File: src/rtl/nn_ram_sequencer.sv
// Purpose : loads receiver packets into the shared data RAM, then lends the RAM port to the CPU for one inference run.
// Latency : RAM writes are combinational from rx/cpu strobes; the CPU gets the port the cycle after the last packet word.
// Backpressure: rx_ready is low outside LOAD, so the receiver stalls with no data lost; CPU stores are dropped while not owner.
//
// Ports:
//   clk, rst_n                      - clock, asynchronous active-low reset
//   rx_valid/rx_data/rx_ready       - receiver word stream (transfer = valid & ready)
//   cpu_we/cpu_addr/cpu_wdata       - CPU external memory request
//   cpu_rdata                       - RAM read data to CPU, forced to 0 when the CPU is not owner
//   cpu_halt                        - CPU halt status
//   receive_done                    - level request releasing the CPU from halt
//   ram_we/ram_addr/ram_wdata       - single-port RAM request
//   ram_rdata                       - RAM read data (1-cycle synchronous read)
//   owner_cpu                       - 1 while the CPU owns the RAM port
//   pkt_count                       - completed inference runs (wraps)
//   err                             - sticky: bit0 CPU store while not owner, bit1 release timeout
module nn_ram_sequencer #(
    parameter int DATA_AW   = 14,
    parameter int DW        = 24,
    parameter int PKT_WORDS = 196,
    parameter int X_BASE    = 0,
    parameter int REL_TMO   = 15
) (
    input  logic               clk,
    input  logic               rst_n,
    input  logic               rx_valid,
    input  logic [DW-1:0]      rx_data,
    output logic               rx_ready,
    input  logic               cpu_we,
    input  logic [DATA_AW-1:0] cpu_addr,
    input  logic [DW-1:0]      cpu_wdata,
    output logic [DW-1:0]      cpu_rdata,
    input  logic               cpu_halt,
    output logic               receive_done,
    output logic               ram_we,
    output logic [DATA_AW-1:0] ram_addr,
    output logic [DW-1:0]      ram_wdata,
    input  logic [DW-1:0]      ram_rdata,
    output logic               owner_cpu,
    output logic [15:0]        pkt_count,
    output logic [1:0]         err
);

    typedef enum logic [1:0] {
        S_LOAD      = 2'd0,
        S_RELEASE   = 2'd1,
        S_RUN       = 2'd2,
        S_WAIT_HALT = 2'd3
    } state_t;

    localparam int RW = (REL_TMO < 2) ? 1 : $clog2(REL_TMO + 1);

    // Base address folded into the RAM address space so X_BASE+idx wraps naturally.
    localparam logic [DATA_AW-1:0] XB       = DATA_AW'(X_BASE);
    localparam logic [DATA_AW-1:0] IDX_LAST = DATA_AW'(PKT_WORDS - 1);
    localparam logic [RW-1:0]      REL_LAST = RW'(REL_TMO - 1);

    state_t             state, state_nxt;
    logic [DATA_AW-1:0] idx, idx_nxt;
    logic [RW-1:0]      rel_cnt, rel_nxt;
    logic [15:0]        pkt_nxt;
    logic [1:0]         err_nxt;

    always_ff @(posedge clk or negedge rst_n) begin
        if (!rst_n) begin
            state     <= S_LOAD;
            idx       <= '0;
            rel_cnt   <= '0;
            pkt_count <= '0;
            err       <= '0;
        end else begin
            state     <= state_nxt;
            idx       <= idx_nxt;
            rel_cnt   <= rel_nxt;
            pkt_count <= pkt_nxt;
            err       <= err_nxt;
        end
    end

    always_comb begin
        state_nxt    = state;
        idx_nxt      = idx;
        rel_nxt      = rel_cnt;
        pkt_nxt      = pkt_count;
        err_nxt      = err;
        rx_ready     = 1'b0;
        receive_done = 1'b0;
        owner_cpu    = 1'b0;
        ram_we       = 1'b0;
        ram_addr     = cpu_addr;
        ram_wdata    = cpu_wdata;
        cpu_rdata    = '0;

        case (state)
            S_LOAD: begin
                // The receiver owns the port; CPU traffic is blocked and flagged.
                rx_ready  = 1'b1;
                ram_we    = rx_valid;
                ram_addr  = XB + idx;
                ram_wdata = rx_data;
                if (cpu_we) begin
                    err_nxt[0] = 1'b1;
                end
                if (rx_valid) begin
                    if (idx == IDX_LAST) begin
                        idx_nxt   = '0;
                        rel_nxt   = '0;
                        state_nxt = S_RELEASE;
                    end else begin
                        idx_nxt = idx + DATA_AW'(1);
                    end
                end
            end

            S_RELEASE: begin
                // CPU already owns the port so its first fetch after leaving halt is served.
                receive_done = 1'b1;
                owner_cpu    = 1'b1;
                ram_we       = cpu_we;
                cpu_rdata    = ram_rdata;
                if (!cpu_halt) begin
                    state_nxt = S_RUN;
                end else if (rel_cnt == REL_LAST) begin
                    // CPU never responded: take the RAM back and wait for a fresh packet.
                    err_nxt[1] = 1'b1;
                    state_nxt  = S_LOAD;
                end else begin
                    rel_nxt = rel_cnt + RW'(1);
                end
            end

            S_RUN: begin
                owner_cpu = 1'b1;
                ram_we    = cpu_we;
                cpu_rdata = ram_rdata;
                if (cpu_halt) begin
                    state_nxt = S_WAIT_HALT;
                end
            end

            S_WAIT_HALT: begin
                // Keep the CPU as owner one more cycle so the read issued alongside
                // halt still returns data; ownership drops on entry to LOAD.
                owner_cpu = 1'b1;
                ram_we    = cpu_we;
                cpu_rdata = ram_rdata;
                pkt_nxt   = pkt_count + 16'd1;
                state_nxt = S_LOAD;
            end

            default: begin
                state_nxt = S_LOAD;
            end
        endcase
    end

endmodule

File: config.mk
export PLATFORM = sky130hd
export DESIGN_NAME = nn_ram_sequencer
export DESIGN_NICKNAME = d
export VERILOG_FILES = /design/src/rtl/nn_ram_sequencer.sv
export SDC_FILE = /design/constraint.sdc
export NUM_CORES = 1
export LEC_CHECK = 0
export ABC_AREA = 1
export CORE_UTILIZATION = 25
export CTS_BUF_LIST = sky130_fd_sc_hd__clkbuf_4 sky130_fd_sc_hd__clkbuf_8 sky130_fd_sc_hd__clkbuf_16
export CTS_CLUSTER_SIZE = 12
export DETAILED_ROUTE_END_ITERATION = 12
export SLEW_MARGIN = 10
export SYNTH_ARGS = -nofsm -noshare
export SYNTH_HDL_FRONTEND = slang
export SYNTH_SLANG_ARGS = --single-unit
File: constraint.sdc
create_clock -name clk -period 1.7 [get_ports clk]
set_clock_uncertainty 0.1 [all_clocks]
set_input_delay 0.425 -clock clk [delete_from_list [all_inputs] [get_ports clk]]
set_output_delay 0.425 -clock clk [all_outputs]
set_load 0.05 [all_outputs]
Word-level counts from Yosys, hierarchy flattened. Cells that the tools add are included.

Register bits: 38.

$add $sub $neg: 3. Equal/unequal tests: 11. Multiplexer cells: 19. Reductions and logical operators: 8.

Operator list (number): 24-bit 2-to-1 mux (2); 14-bit 2-to-1 mux (2); 16-bit by 1-bit adder with 16-bit output, second input constant (1); 4-bit 2-to-1 mux (4); 14-bit by 1-bit adder with 14-bit output, second input constant (1); 14-bit by 8-bit equality test with 1-bit output, second input constant (1); 2-bit 2-to-1 mux (5); 2-bit != test, second input constant (5); 2-bit case mux with 4 select lines (1); 4-bit case mux with 2 select lines (1); 5-bit AND reduction (1); 4-bit by 1-bit adder with 4-bit output, second input constant (1); 2-bit equality test, second input constant (2); 4-bit equality test, second input constant (1); 2-bit AND reduction (2); 4-bit AND reduction (1); 1-bit 2-to-1 mux (3); 3-bit != test, second input constant (1); 3-bit AND reduction (1); 3-bit OR reduction (1); 2-bit by 1-bit equality test with 1-bit output, second input constant (1); 2-bit zero test (1); 1-bit case mux with 2 select lines (1); 2-bit nonzero test (1).

Longest topological paths before layout. Gate-level depths: netlist (run 1).

Depth in word-level cells: 4. Depth in mapped cells: 10. Depth with buffers taken out: 10.

Worst setup path after synthesis (run 1). OpenSTA, ideal clock, no wires.

Kind: register to output. Start point: reg state[0]. End point: out ram_addr[11]. Arrival time: 1.999 ns. Path slack: -0.824 ns. Cell stages (with the launch flop): 5. Buffers on the path: 1. Path through: dfrtp_1 > inv_2 > nand2_1 > buf_2 > o21ai_0.

Longest elaborated chain between the ends: 2.

Ends and longest elaborated chain: start: declaration (RTL line 58) `state_t state, state_nxt;`; start signal: assignment (RTL line 72) `state <= state_nxt;`; 2-bit zero test (RTL line 94) `case (state)`; 14-bit 2-to-1 mux (RTL line 94); end: declaration (RTL line 36) `output logic [DATA_AW-1:0] ram_addr,`.

No other way between the ends.

Worst setup path in the final report (run 1).
Start point: reg state[0]. End point: out ram_wdata[19].

Longest elaborated chain between the ends: 2.

Ends and longest elaborated chain: 2-bit zero test (RTL line 94); 24-bit 2-to-1 mux (RTL line 94); end: declaration (RTL line 37) `output logic [DW-1:0] ram_wdata,`.

No other way between the ends.

==> flow_summary.html, run 1 <==
<table>
<tr><th>Metric</th><th>Value</th></tr>
<tr><th colspan="2">Outcome</th></tr>
<tr><td>Status</td><td>finished with violations</td></tr>
<tr><td>Violations in the final reports</td><td>hold timing, setup timing</td></tr>
<tr><th colspan="2">Yosys</th></tr>
<tr><td>Leading register cell type out of synthesis</td><td>sky130_fd_sc_hd__dfrtp_1</td></tr>
<tr><td>Number of flops mapped to enable cells by yosys</td><td>0</td></tr>
<tr><td>Avg Inst Size Synth</td><td>approximately 6.2 um2</td></tr>
<tr><td>Post-Synthesis Cell Area</td><td>between 2000 and 3000 um2</td></tr>
<tr><td>Cells after Synth</td><td>454</td></tr>
<tr><td>Total of flip-flops plus latches after synthesis</td><td>38</td></tr>
<tr><td>Number of distinct library cells after synthesis</td><td>30</td></tr>
<tr><td>Share of synthesized area occupied by flip-flops and latches</td><td>33.7%</td></tr>
<tr><td>Yosys synthesis warning count</td><td>0</td></tr>
<tr><td>Net count of the mapped netlist</td><td>549</td></tr>
<tr><td>Fraction of registers with async set or reset after synthesis</td><td>100%</td></tr>
<tr><th colspan="2">Placement</th></tr>
<tr><td>Worst slack after detailed placement</td><td>-0.154 ns</td></tr>
<tr><td>Placer congestion estimate</td><td>around 0.84</td></tr>
<tr><td>Number of I/O port buffers</td><td>174</td></tr>
<tr><td>Sum of net half-perimeters after detailed placement</td><td>around 8200 um</td></tr>
<tr><th colspan="2">CTS</th></tr>
<tr><td>CTS tree</td><td>done</td></tr>
<tr><td>Clock insertion delay at the later pin of the skew report</td><td>0.28 ns</td></tr>
<tr><td>TritonCTS Buffers</td><td>5</td></tr>
<tr><td>Clock-pin slew on the worst setup and hold paths</td><td>approximately 0.060 ns</td></tr>
<tr><td>Num Clock Sinks</td><td>38</td></tr>
<tr><td>CTS H-tree depth</td><td>2</td></tr>
<tr><td>Number of buffers inserted by hold repair at cts</td><td>0</td></tr>
<tr><td>Maximum number of buffers from clock root to sink</td><td>2</td></tr>
<tr><td>Cell chosen for the clock root</td><td>sky130_fd_sc_hd__clkbuf_16</td></tr>
<tr><th colspan="2">Critical path</th></tr>
<tr><td>Endpoint type of the worst setup path</td><td>primary output</td></tr>
<tr><td>Worst setup path category</td><td>reg -&gt; out</td></tr>
<tr><td>Data arrival, critical path</td><td>around 1.5 ns</td></tr>
<tr><td>Max Fanout on Critical Path</td><td>8</td></tr>
<tr><td>Startpoint class of the critical path</td><td>flip-flop</td></tr>
<tr><td>Worst path required time</td><td>1.17 ns</td></tr>
<tr><td>Reg2Reg Depth</td><td>9</td></tr>
<tr><th colspan="2">Run</th></tr>
<tr><td>Total of max-cap violations</td><td>0</td></tr>
<tr><th colspan="2">Die</th></tr>
<tr><td>Boundary Pins</td><td>between 150 and 200</td></tr>
<tr><td>Core area</td><td>10900 um2</td></tr>
<tr><td>Initial Utilization</td><td>between 20% and 30%</td></tr>
<tr><td>Die height</td><td>about 110 um</td></tr>
<tr><td>Die W</td><td>108 um</td></tr>
<tr><td>Floorplan row count</td><td>38</td></tr>
<tr><td>Area of the die</td><td>11700 um2</td></tr>
<tr><th colspan="2">Timing</th></tr>
<tr><td>Final hold violations</td><td>12</td></tr>
<tr><td>Final total negative setup slack</td><td>-16.02 ns</td></tr>
<tr><td>Maximum operating frequency</td><td>0.500 GHz</td></tr>
<tr><td>Crit path setup slack, layout</td><td>-0.299 ns</td></tr>
<tr><td>Least-Margin Pin Slew</td><td>0.455 ns</td></tr>
<tr><td>Part of the cycle the worst path needs</td><td>118%</td></tr>
<tr><td>Final number of setup-violating endpoints</td><td>66</td></tr>
<tr><td>Final count of pins violating max slew</td><td>0</td></tr>
<tr><td>Minimum clock period</td><td>2.00 ns</td></tr>
<tr><td>Worst rel slew slack</td><td>69.6%</td></tr>
<tr><td>RSZ-0062 raised after global routing</td><td>true</td></tr>
<tr><td>Minimum hold slack</td><td>-0.00683 ns</td></tr>
<tr><th colspan="2">Detailed routing</th></tr>
<tr><td>Routed met3 length</td><td>866 um</td></tr>
<tr><td>Routed Wire Length</td><td>12000 um</td></tr>
<tr><td>Number of remaining DRC errors</td><td>0</td></tr>
<tr><td>Routed Antenna Nets</td><td>0</td></tr>
<tr><td>Routed wire per std cell</td><td>14.9 um</td></tr>
<tr><td>Pre-antenna DRT Iters</td><td>4</td></tr>
<tr><td>DR iter-0 viols</td><td>228</td></tr>
<tr><td>Total number of vias</td><td>between 3000 and 4000</td></tr>
<tr><td>Routed wire length on met2</td><td>6390 um</td></tr>
<tr><td>Uppermost layer routed</td><td>met4</td></tr>
<tr><td>Routed metal-1 wirelength</td><td>4430 um</td></tr>
<tr><td>Routed via count divided by cell count</td><td>around 4.6</td></tr>
<tr><th colspan="2">Pwr</th></tr>
<tr><td>Total power consumption of the routed design</td><td>12.9 mW</td></tr>
<tr><td>PwrDens</td><td>1930 nW/um2</td></tr>
<tr><td>Worst IR drop on VDD</td><td>1.36 mV</td></tr>
<tr><td>LEAKAGE</td><td>3.14 nW</td></tr>
<tr><th colspan="2">Final layout</th></tr>
<tr><td>Proportion of layout cells with a drive suffix above 1</td><td>40.7%</td></tr>
<tr><td>Fill cell total of the finished layout</td><td>887</td></tr>
<tr><td>Sequential cell area in the final layout</td><td>956 um2</td></tr>
<tr><td>Diode insertion count for antenna repair</td><td>0</td></tr>
<tr><td>Layout overhead on the synthesized area</td><td>135%</td></tr>
<tr><td>Total area of multi-input combinational cells</td><td>2100 um2</td></tr>
<tr><td>Net total in the final layout</td><td>757</td></tr>
<tr><th colspan="2">GRT</th></tr>
<tr><td>Grt total ovfl</td><td>0</td></tr>
<tr><td>Largest net degree at the start of global routing</td><td>27</td></tr>
<tr><td>Global-route wire length before repair</td><td>16800 um</td></tr>
<tr><td>Initial antenna violation count</td><td>0</td></tr>
<tr><td>Combined global-route utilization of all metal layers</td><td>roughly 18%</td></tr>
<tr><td>Vias in the first global route</td><td>3488</td></tr>
<tr><th colspan="2">Hold path</th></tr>
<tr><td>Worst min-delay path category</td><td>in -&gt; async</td></tr>
</table>
-- where the power goes --
| group | switching, mW | total [mW] | leakage, nW | internal (mW) |
|---|---|---|---|---|
| Combinational | 5.71 | 10.5 | 2.59 | 4.77 |
| Sequential | 0.243 | 1.30 | 0.473 | 1.06 |
| Clock | 0.372 | 1.06 | 0.0760 | 0.691 |
| Total | 6.33 | 12.9 | 3.14 | 6.53 |
-- Yosys cell counts, types with 4 or more instances --
cell type / instances / share of area (%)
sky130_fd_sc_hd__nand3_1: 22 / 3.9
sky130_fd_sc_hd__nand2_1: 172 / 23
sky130_fd_sc_hd__nor3_1: 4 / 0.71
sky130_fd_sc_hd__o21ai_0: 18 / 3.2
sky130_fd_sc_hd__nor2_1: 61 / 8.1
sky130_fd_sc_hd__xnor2_1: 5 / 1.6
sky130_fd_sc_hd__nand4_1: 11 / 2.4
sky130_fd_sc_hd__inv_2: 4 / 0.53
sky130_fd_sc_hd__xor2_1: 5 / 1.6
sky130_fd_sc_hd__nand2_2: 7 / 1.6
sky130_fd_sc_hd__inv_1: 68 / 9.0
sky130_fd_sc_hd__nor2_4: 4 / 1.6
sky130_fd_sc_hd__dfrtp_1: 38 / 34
sky130_fd_sc_hd__a21oi_1: 6 / 1.1
sky130_fd_sc_hd__clkbuf_1: 4 / 0.53
sky130_fd_sc_hd__buf_2: 5 / 0.89
sky130_fd_sc_hd__ha_1: 4 / 1.8
-- cell families (layout without fill, tap and decap cells) --
group                    after synthesis  in the layout  synth area share [%]
AND/OR/NAND/NOR                      291            291                  44.7
buffers and inverters                 84            293                  11.8
flip-flops                            38             38                  33.7
AO/OA/AOI/OAI                         27             27                  5.01
XOR/XNOR                              10             10                  3.10
adder cells (fa/ha/maj)                4              4                  1.77
-- through the flow --
step	instances	cell area, um2	util (%)
5_1_grt	803	6650	60.8
3_5_place_dp	774	5660	51.7
4_1_cts	791	6190	56.6
3_3_place_gp	774	5660	51.7
2_1_floorplan	454	3090	-
6_report	803	6650	60.8
-- flip-flops by register name, indices dropped and copies added, names as in the netlist, named ones only --
register	cells
err	2
pkt_count	16
idx	14
rel_cnt	4
state	1
-- layout make-up --
cell class,count,area share [%]
flip-flops and latches,38,14.4
clock buffers,5,1.88
well taps,140,2.63
repair buffers,213,44.7
inverters,72,4.14
clock inverters,3,0.677
multi-input cells,332,31.6
-- metal layers --
| metal | vias up | global-route usage [%] |
|---|---|---|
| li1 | 1795 | - |
| met1 | 1727 | 20.2 |
| met2 | 158 | 34.8 |
| met3 | 20 | 3.50 |
| met4 | 0 | 6.27 |
| met5 | - | 0 |
-- critical path: stages, from the launching register on --
cell and delay [ns]:
sky130_fd_sc_hd__dfrtp_2 0.46, sky130_fd_sc_hd__nor2_4 0.12, sky130_fd_sc_hd__buf_12 0.17, sky130_fd_sc_hd__buf_16 0.17, sky130_fd_sc_hd__nand2_2 0.06, sky130_fd_sc_hd__nand2_2 0.08, sky130_fd_sc_hd__buf_12 0.13
-- placed cells by master (no fill, tap or decap), types with 5 or more instances in the layout --
cell                              count
sky130_fd_sc_hd__xnor2_1              5
sky130_fd_sc_hd__clkdlybuf4s50_1     88
sky130_fd_sc_hd__dfrtp_1             34
sky130_fd_sc_hd__nor2_2              14
sky130_fd_sc_hd__nand2_1             94
sky130_fd_sc_hd__buf_4               17
sky130_fd_sc_hd__nand2_4             25
sky130_fd_sc_hd__nand4_1             11
sky130_fd_sc_hd__o21ai_4             12
sky130_fd_sc_hd__inv_1               68
sky130_fd_sc_hd__nor2_4              12
sky130_fd_sc_hd__o21ai_0              6
sky130_fd_sc_hd__clkbuf_16           10
sky130_fd_sc_hd__nand3_1             22
sky130_fd_sc_hd__buf_12              69
sky130_fd_sc_hd__buf_6               24
sky130_fd_sc_hd__nor2_1              42
sky130_fd_sc_hd__a21oi_1              5
sky130_fd_sc_hd__nand2_2             59
sky130_fd_sc_hd__xor2_1               5
-- worst paths after layout --
path	end	startpoint	slack [ns]
worst max-delay path	ram_wdata[19]	state[0]$_DFFE_PN0P_	-0.30
worst min-delay path	pkt_count[13]$_DFFE_PN0N_	rst_n	-0.007
worst max register to register	idx[8]$_DFFE_PN0P_	state[0]$_DFFE_PN0P_	0.03
worst min register to register	rel_cnt[3]$_DFFE_PN0P_	rel_cnt[3]$_DFFE_PN0P_	0.40
max in group asynchronous	idx[6]$_DFFE_PN0P_	rst_n	1.03
min in group clk	rel_cnt[3]$_DFFE_PN0P_	rel_cnt[3]$_DFFE_PN0P_	0.40
-- what timing repair did --
action | 4_1_cts | 5_1_grt
endpoints found under the setup margin | 66 | 73
buffers inserted | 5 | 6
cloned | 4 | 6
pin swaps | 9 | 20
gates resized for setup | 56 | 75
No activity file was read; power rests on OpenSTA's default activity.
==> inputs of run 2 (changes only) <==
GPL_TIMING_DRIVEN = 1   (was unset)
==> results of run 2 <==
Final layout, timing and power as in run 1 (identical DEF).
==> inputs of run 3 (changes only) <==
clock period = 2 ns   (was 1.7 ns; I/O delays follow)
==> run 3 against run 2 <==
Net effect: the run ends with setup timing left; critical path depth increased by 1; die area unchanged; register-to-register slack improved by 0.22 ns; design area decreased by 8.2%; clock-buffer cell count increased by 1; non-clock buffer count decreased by 17; clock power about the same; final cell count decreased by 2.1%; critical endpoint is now cpu_rdata[9]; largest cell class unchanged; highest routed layer unchanged.
==> flow_summary.html, run 3 (same netlist as run 1, synthesis figures left out) <==
<table>
<tr><th>Metric</th><th>Value</th></tr>
<tr><th colspan="2">Outcome</th></tr>
<tr><td>Status</td><td>finished with violations (unchanged)</td></tr>
<tr><td>Violations in the final reports</td><td>setup timing (was hold timing, setup timing)</td></tr>
<tr><th colspan="2">Die</th></tr>
<tr><td>Boundary Pins</td><td>175 (unchanged)</td></tr>
<tr><td>Die height</td><td>108 um (unchanged)</td></tr>
<tr><td>Floorplan row count</td><td>38 (unchanged)</td></tr>
<tr><td>Initial Utilization</td><td>25.8% (unchanged)</td></tr>
<tr><td>Die W</td><td>108 um (unchanged)</td></tr>
<tr><td>Core area</td><td>10900 um2 (unchanged)</td></tr>
<tr><td>Area of the die</td><td>11700 um2 (unchanged)</td></tr>
<tr><th colspan="2">CTS</th></tr>
<tr><td>Cell chosen for the clock root</td><td>sky130_fd_sc_hd__clkbuf_16 (unchanged)</td></tr>
<tr><td>Clock insertion delay at the later pin of the skew report</td><td>0.28 ns (about the same)</td></tr>
<tr><td>CTS H-tree depth</td><td>2 (unchanged)</td></tr>
<tr><td>Num Clock Sinks</td><td>38 (unchanged)</td></tr>
<tr><td>Clock-pin slew on the worst setup and hold paths</td><td>0.06 ns (about the same)</td></tr>
<tr><td>Maximum number of buffers from clock root to sink</td><td>2 (unchanged)</td></tr>
<tr><td>TritonCTS Buffers</td><td>5 (unchanged)</td></tr>
<tr><td>CTS tree</td><td>done (unchanged)</td></tr>
<tr><th colspan="2">Timing</th></tr>
<tr><td>Final count of pins violating max slew</td><td>0 (unchanged)</td></tr>
<tr><td>Final hold violations</td><td>0 (was 12)</td></tr>
<tr><td>Final number of setup-violating endpoints</td><td>54 (was 66)</td></tr>
<tr><td>Maximum operating frequency</td><td>0.481 GHz</td></tr>
<tr><td>RSZ-0062 raised after global routing</td><td>true (unchanged)</td></tr>
<tr><td>Minimum clock period</td><td>2.08 ns</td></tr>
<tr><td>Least-Margin Pin Slew</td><td>0.455 ns (about the same)</td></tr>
<tr><td>Worst rel slew slack</td><td>69.6% (about the same)</td></tr>
<tr><td>Crit path setup slack, layout</td><td>-0.0807 ns (was -0.299 ns)</td></tr>
<tr><td>Minimum hold slack</td><td>0.0677 ns (was -0.00683 ns)</td></tr>
<tr><td>Part of the cycle the worst path needs</td><td>104%</td></tr>
<tr><th colspan="2">Critical path</th></tr>
<tr><td>Startpoint class of the critical path</td><td>flip-flop (unchanged)</td></tr>
<tr><td>Data arrival, critical path</td><td>1.48 ns (was 1.47 ns)</td></tr>
<tr><td>Max Fanout on Critical Path</td><td>8 (unchanged)</td></tr>
<tr><td>Endpoint type of the worst setup path</td><td>primary output (unchanged)</td></tr>
<tr><td>Worst setup path category</td><td>reg -&gt; out (unchanged)</td></tr>
<tr><td>Worst path required time</td><td>1.40 ns (was 1.17 ns)</td></tr>
<tr><th colspan="2">Final layout</th></tr>
<tr><td>Area of all placed cells without fillers</td><td>6100 um2 (was 6650 um2)</td></tr>
<tr><td>Register with the most flip-flops</td><td>pkt_count (unchanged)</td></tr>
<tr><td>Proportion of layout cells with a drive suffix above 1</td><td>34.8% (was 40.7%)</td></tr>
<tr><td>Most frequent cells in the layout</td><td>sky130_fd_sc_hd__nand2_1 (115), sky130_fd_sc_hd__clkdlybuf4s50_1 (89), sky130_fd_sc_hd__inv_1 (68) (was sky130_fd_sc_hd__nand2_1 (94), sky130_fd_sc_hd__clkdlybuf4s50_1 (88), sky130_fd_sc_hd__buf_12 (69))</td></tr>
<tr><td>Layout overhead on the synthesized area</td><td>116% (was 135%)</td></tr>
<tr><td>Commonest non-fill, non-tap cell in the layout</td><td>sky130_fd_sc_hd__nand2_1 (unchanged)</td></tr>
<tr><td>Max FFs per register</td><td>16 (unchanged)</td></tr>
<tr><td>Fill cell total of the finished layout</td><td>965 (was 887)</td></tr>
<tr><td>Net total in the final layout</td><td>740 (was 757)</td></tr>
<tr><td>Regs by FF count</td><td>pkt_count (16), idx (14), rel_cnt (4) (unchanged)</td></tr>
<tr><td>Diode insertion count for antenna repair</td><td>0 (unchanged)</td></tr>
<tr><th colspan="2">Pwr</th></tr>
<tr><td>Combinational share of power</td><td>79.3% (was 81.6%)</td></tr>
<tr><td>Reported net switching power</td><td>5.10 mW (was 6.33 mW)</td></tr>
<tr><td>PwrDens</td><td>1690 nW/um2 (was 1930 nW/um2)</td></tr>
<tr><td>Worst IR drop on VDD</td><td>1.11 mV (was 1.36 mV)</td></tr>
<tr><td>Net switching share of the total power</td><td>49.5% (was 49.2%)</td></tr>
<tr><td>Internal power of the cells</td><td>5.20 mW (was 6.53 mW)</td></tr>
<tr><td>LEAKAGE</td><td>2.94 nW (was 3.14 nW)</td></tr>
<tr><td>Clock power frac</td><td>10.3% (was 8.3%)</td></tr>
<tr><td>Part of the power in registers</td><td>10.4% (was 10.1%)</td></tr>
<tr><th colspan="2">Detailed routing</th></tr>
<tr><td>Total number of vias</td><td>3547 (was 3700)</td></tr>
<tr><td>Routed wire per std cell</td><td>14.6 um (was 14.9 um)</td></tr>
<tr><td>Routed via count divided by cell count</td><td>4.51 (was 4.61)</td></tr>
<tr><td>Number of remaining DRC errors</td><td>0 (unchanged)</td></tr>
<tr><td>Routed Wire Length</td><td>11500 um (was 12000 um)</td></tr>
<tr><td>Routed Antenna Nets</td><td>0 (unchanged)</td></tr>
<tr><td>Pre-antenna DRT Iters</td><td>4 (unchanged)</td></tr>
<tr><td>DR iter-0 viols</td><td>205 (was 228)</td></tr>
<tr><th colspan="2">Placement</th></tr>
<tr><td>Placer congestion estimate</td><td>0.851 (was 0.844)</td></tr>
<tr><td>Sum of net half-perimeters after detailed placement</td><td>8280 um (was 8160 um)</td></tr>
<tr><td>Number of I/O port buffers</td><td>174 (unchanged)</td></tr>
<tr><td>Worst slack after detailed placement</td><td>0.0169 ns (was -0.154 ns)</td></tr>
<tr><td>Cell Area, Placed</td><td>5190 um2 (was 5660 um2)</td></tr>
<tr><th colspan="2">GRT</th></tr>
<tr><td>Global-route wire length before repair</td><td>17000 um (was 16800 um)</td></tr>
<tr><td>Grt total ovfl</td><td>0 (unchanged)</td></tr>
<tr><td>Largest net degree at the start of global routing</td><td>26 (was 27)</td></tr>
<tr><td>Vias in the first global route</td><td>3331 (was 3488)</td></tr>
<tr><td>Combined global-route utilization of all metal layers</td><td>18.7% (was 18.3%)</td></tr>
<tr><td>Initial antenna violation count</td><td>0 (unchanged)</td></tr>
<tr><th colspan="2">Hold path</th></tr>
<tr><td>Worst min-delay path category</td><td>in -&gt; async (unchanged)</td></tr>
<tr><th colspan="2">Run</th></tr>
<tr><td>Total of max-cap violations</td><td>0 (unchanged)</td></tr>
</table>
[run 3: cell types whose count changed in the layout (fill, tap and decap cells not counted), moves of 3 or more]
cell and delta:
sky130_fd_sc_hd__nand2_1 +21, sky130_fd_sc_hd__buf_12 -20, sky130_fd_sc_hd__nand2_2 -14, sky130_fd_sc_hd__buf_4 +8, sky130_fd_sc_hd__nand2_4 -7, sky130_fd_sc_hd__buf_8 -4
sky130_fd_sc_hd__clkbuf_16 -4, sky130_fd_sc_hd__dfrtp_1 +3, sky130_fd_sc_hd__dfrtp_2 -3
[run 3: worst max-delay path, stage by stage (launching register included)]
cell and delay [ns]:
sky130_fd_sc_hd__dfrtp_1 0.39, sky130_fd_sc_hd__buf_6 0.13, sky130_fd_sc_hd__nor2_4 0.11, sky130_fd_sc_hd__buf_12 0.13
sky130_fd_sc_hd__buf_12 0.11, sky130_fd_sc_hd__buf_16 0.15, sky130_fd_sc_hd__nor2_2 0.04, sky130_fd_sc_hd__buf_6 0.14
[run 3: worst paths after layout]
check                                        from  slack, ns  cells past startpoint                         end
min reg2reg                rel_cnt[3]$_DFFE_PN0P_       0.37                      2      rel_cnt[3]$_DFFE_PN0P_
min                                         rst_n       0.07                      1         idx[10]$_DFFE_PN0P_
min in group clk           rel_cnt[3]$_DFFE_PN0P_       0.37                      2      rel_cnt[3]$_DFFE_PN0P_
max reg2reg                  state[0]$_DFFE_PN0P_       0.25                     10          idx[8]$_DFFE_PN0P_
max in group asynchronous                   rst_n       1.25                      2  asynchronous set/reset pin
max                          state[0]$_DFFE_PN0P_      -0.08                      7                cpu_rdata[9]
[run 3: per-layer routing]
| metal | part of all wire (%) | track usage, % | vias up |
|---|---|---|---|
| met5 | 0 | 0 | - |
| met4 | 1.5 | 4.34 | 0 |
| met3 | 7.6 | 4.04 | 12 |
| met2 | 53 | 36.2 | 139 |
| met1 | 38 | 20.7 | 1633 |
| li1 | - | - | 1763 |
[run 3: layout make-up]
cell class / instances / area (um2) / share of cell area [%]
Sequential cell: 38 / 952 / 15.6
Clock inverter: 2 / 60.1 / 0.984
Clock buffer: 6 / 139 / 2.28
Multi-Input combinational cell: 332 / 1990 / 32.5
Tap cell: 140 / 175 / 2.87
Timing Repair Buffer: 196 / 2520 / 41.3
Inverter: 72 / 273 / 4.47
[run 3: power groups by stage]
stage / Clock (mW) / Sequential, mW / Combinational [mW]
floorplan: 0 / 1.18 / 3.51
global placement: 0 / 1.07 / 6.71
detailed placement: 0 / 1.08 / 6.75
CTS: 1.09 / 1.07 / 7.85
global route: 1.13 / 1.09 / 8.55
finish: 1.06 / 1.07 / 8.18
[run 3: what timing repair did]
action | CTS | global route
pin swaps | 12 | 8
hold buffers | 0 | 0
resized for setup | 97 | 40
gates cloned | 4 | 1
setup buffers | 7 | 0
endpoints found under the setup margin | 62 | 64
[run 3: per-stage QoR]
step	cells	util (%)	setup TNS, ns	total power [mW]
after floorplan	454	-	-2.64	4.70
after global placement	766	47.4	0	7.78
after detailed placement	766	47.4	0	7.83
after CTS	785	54.0	-4.06	10.0
after global routing	786	55.8	-7.69	10.8
final	786	55.8	-3.06	10.3
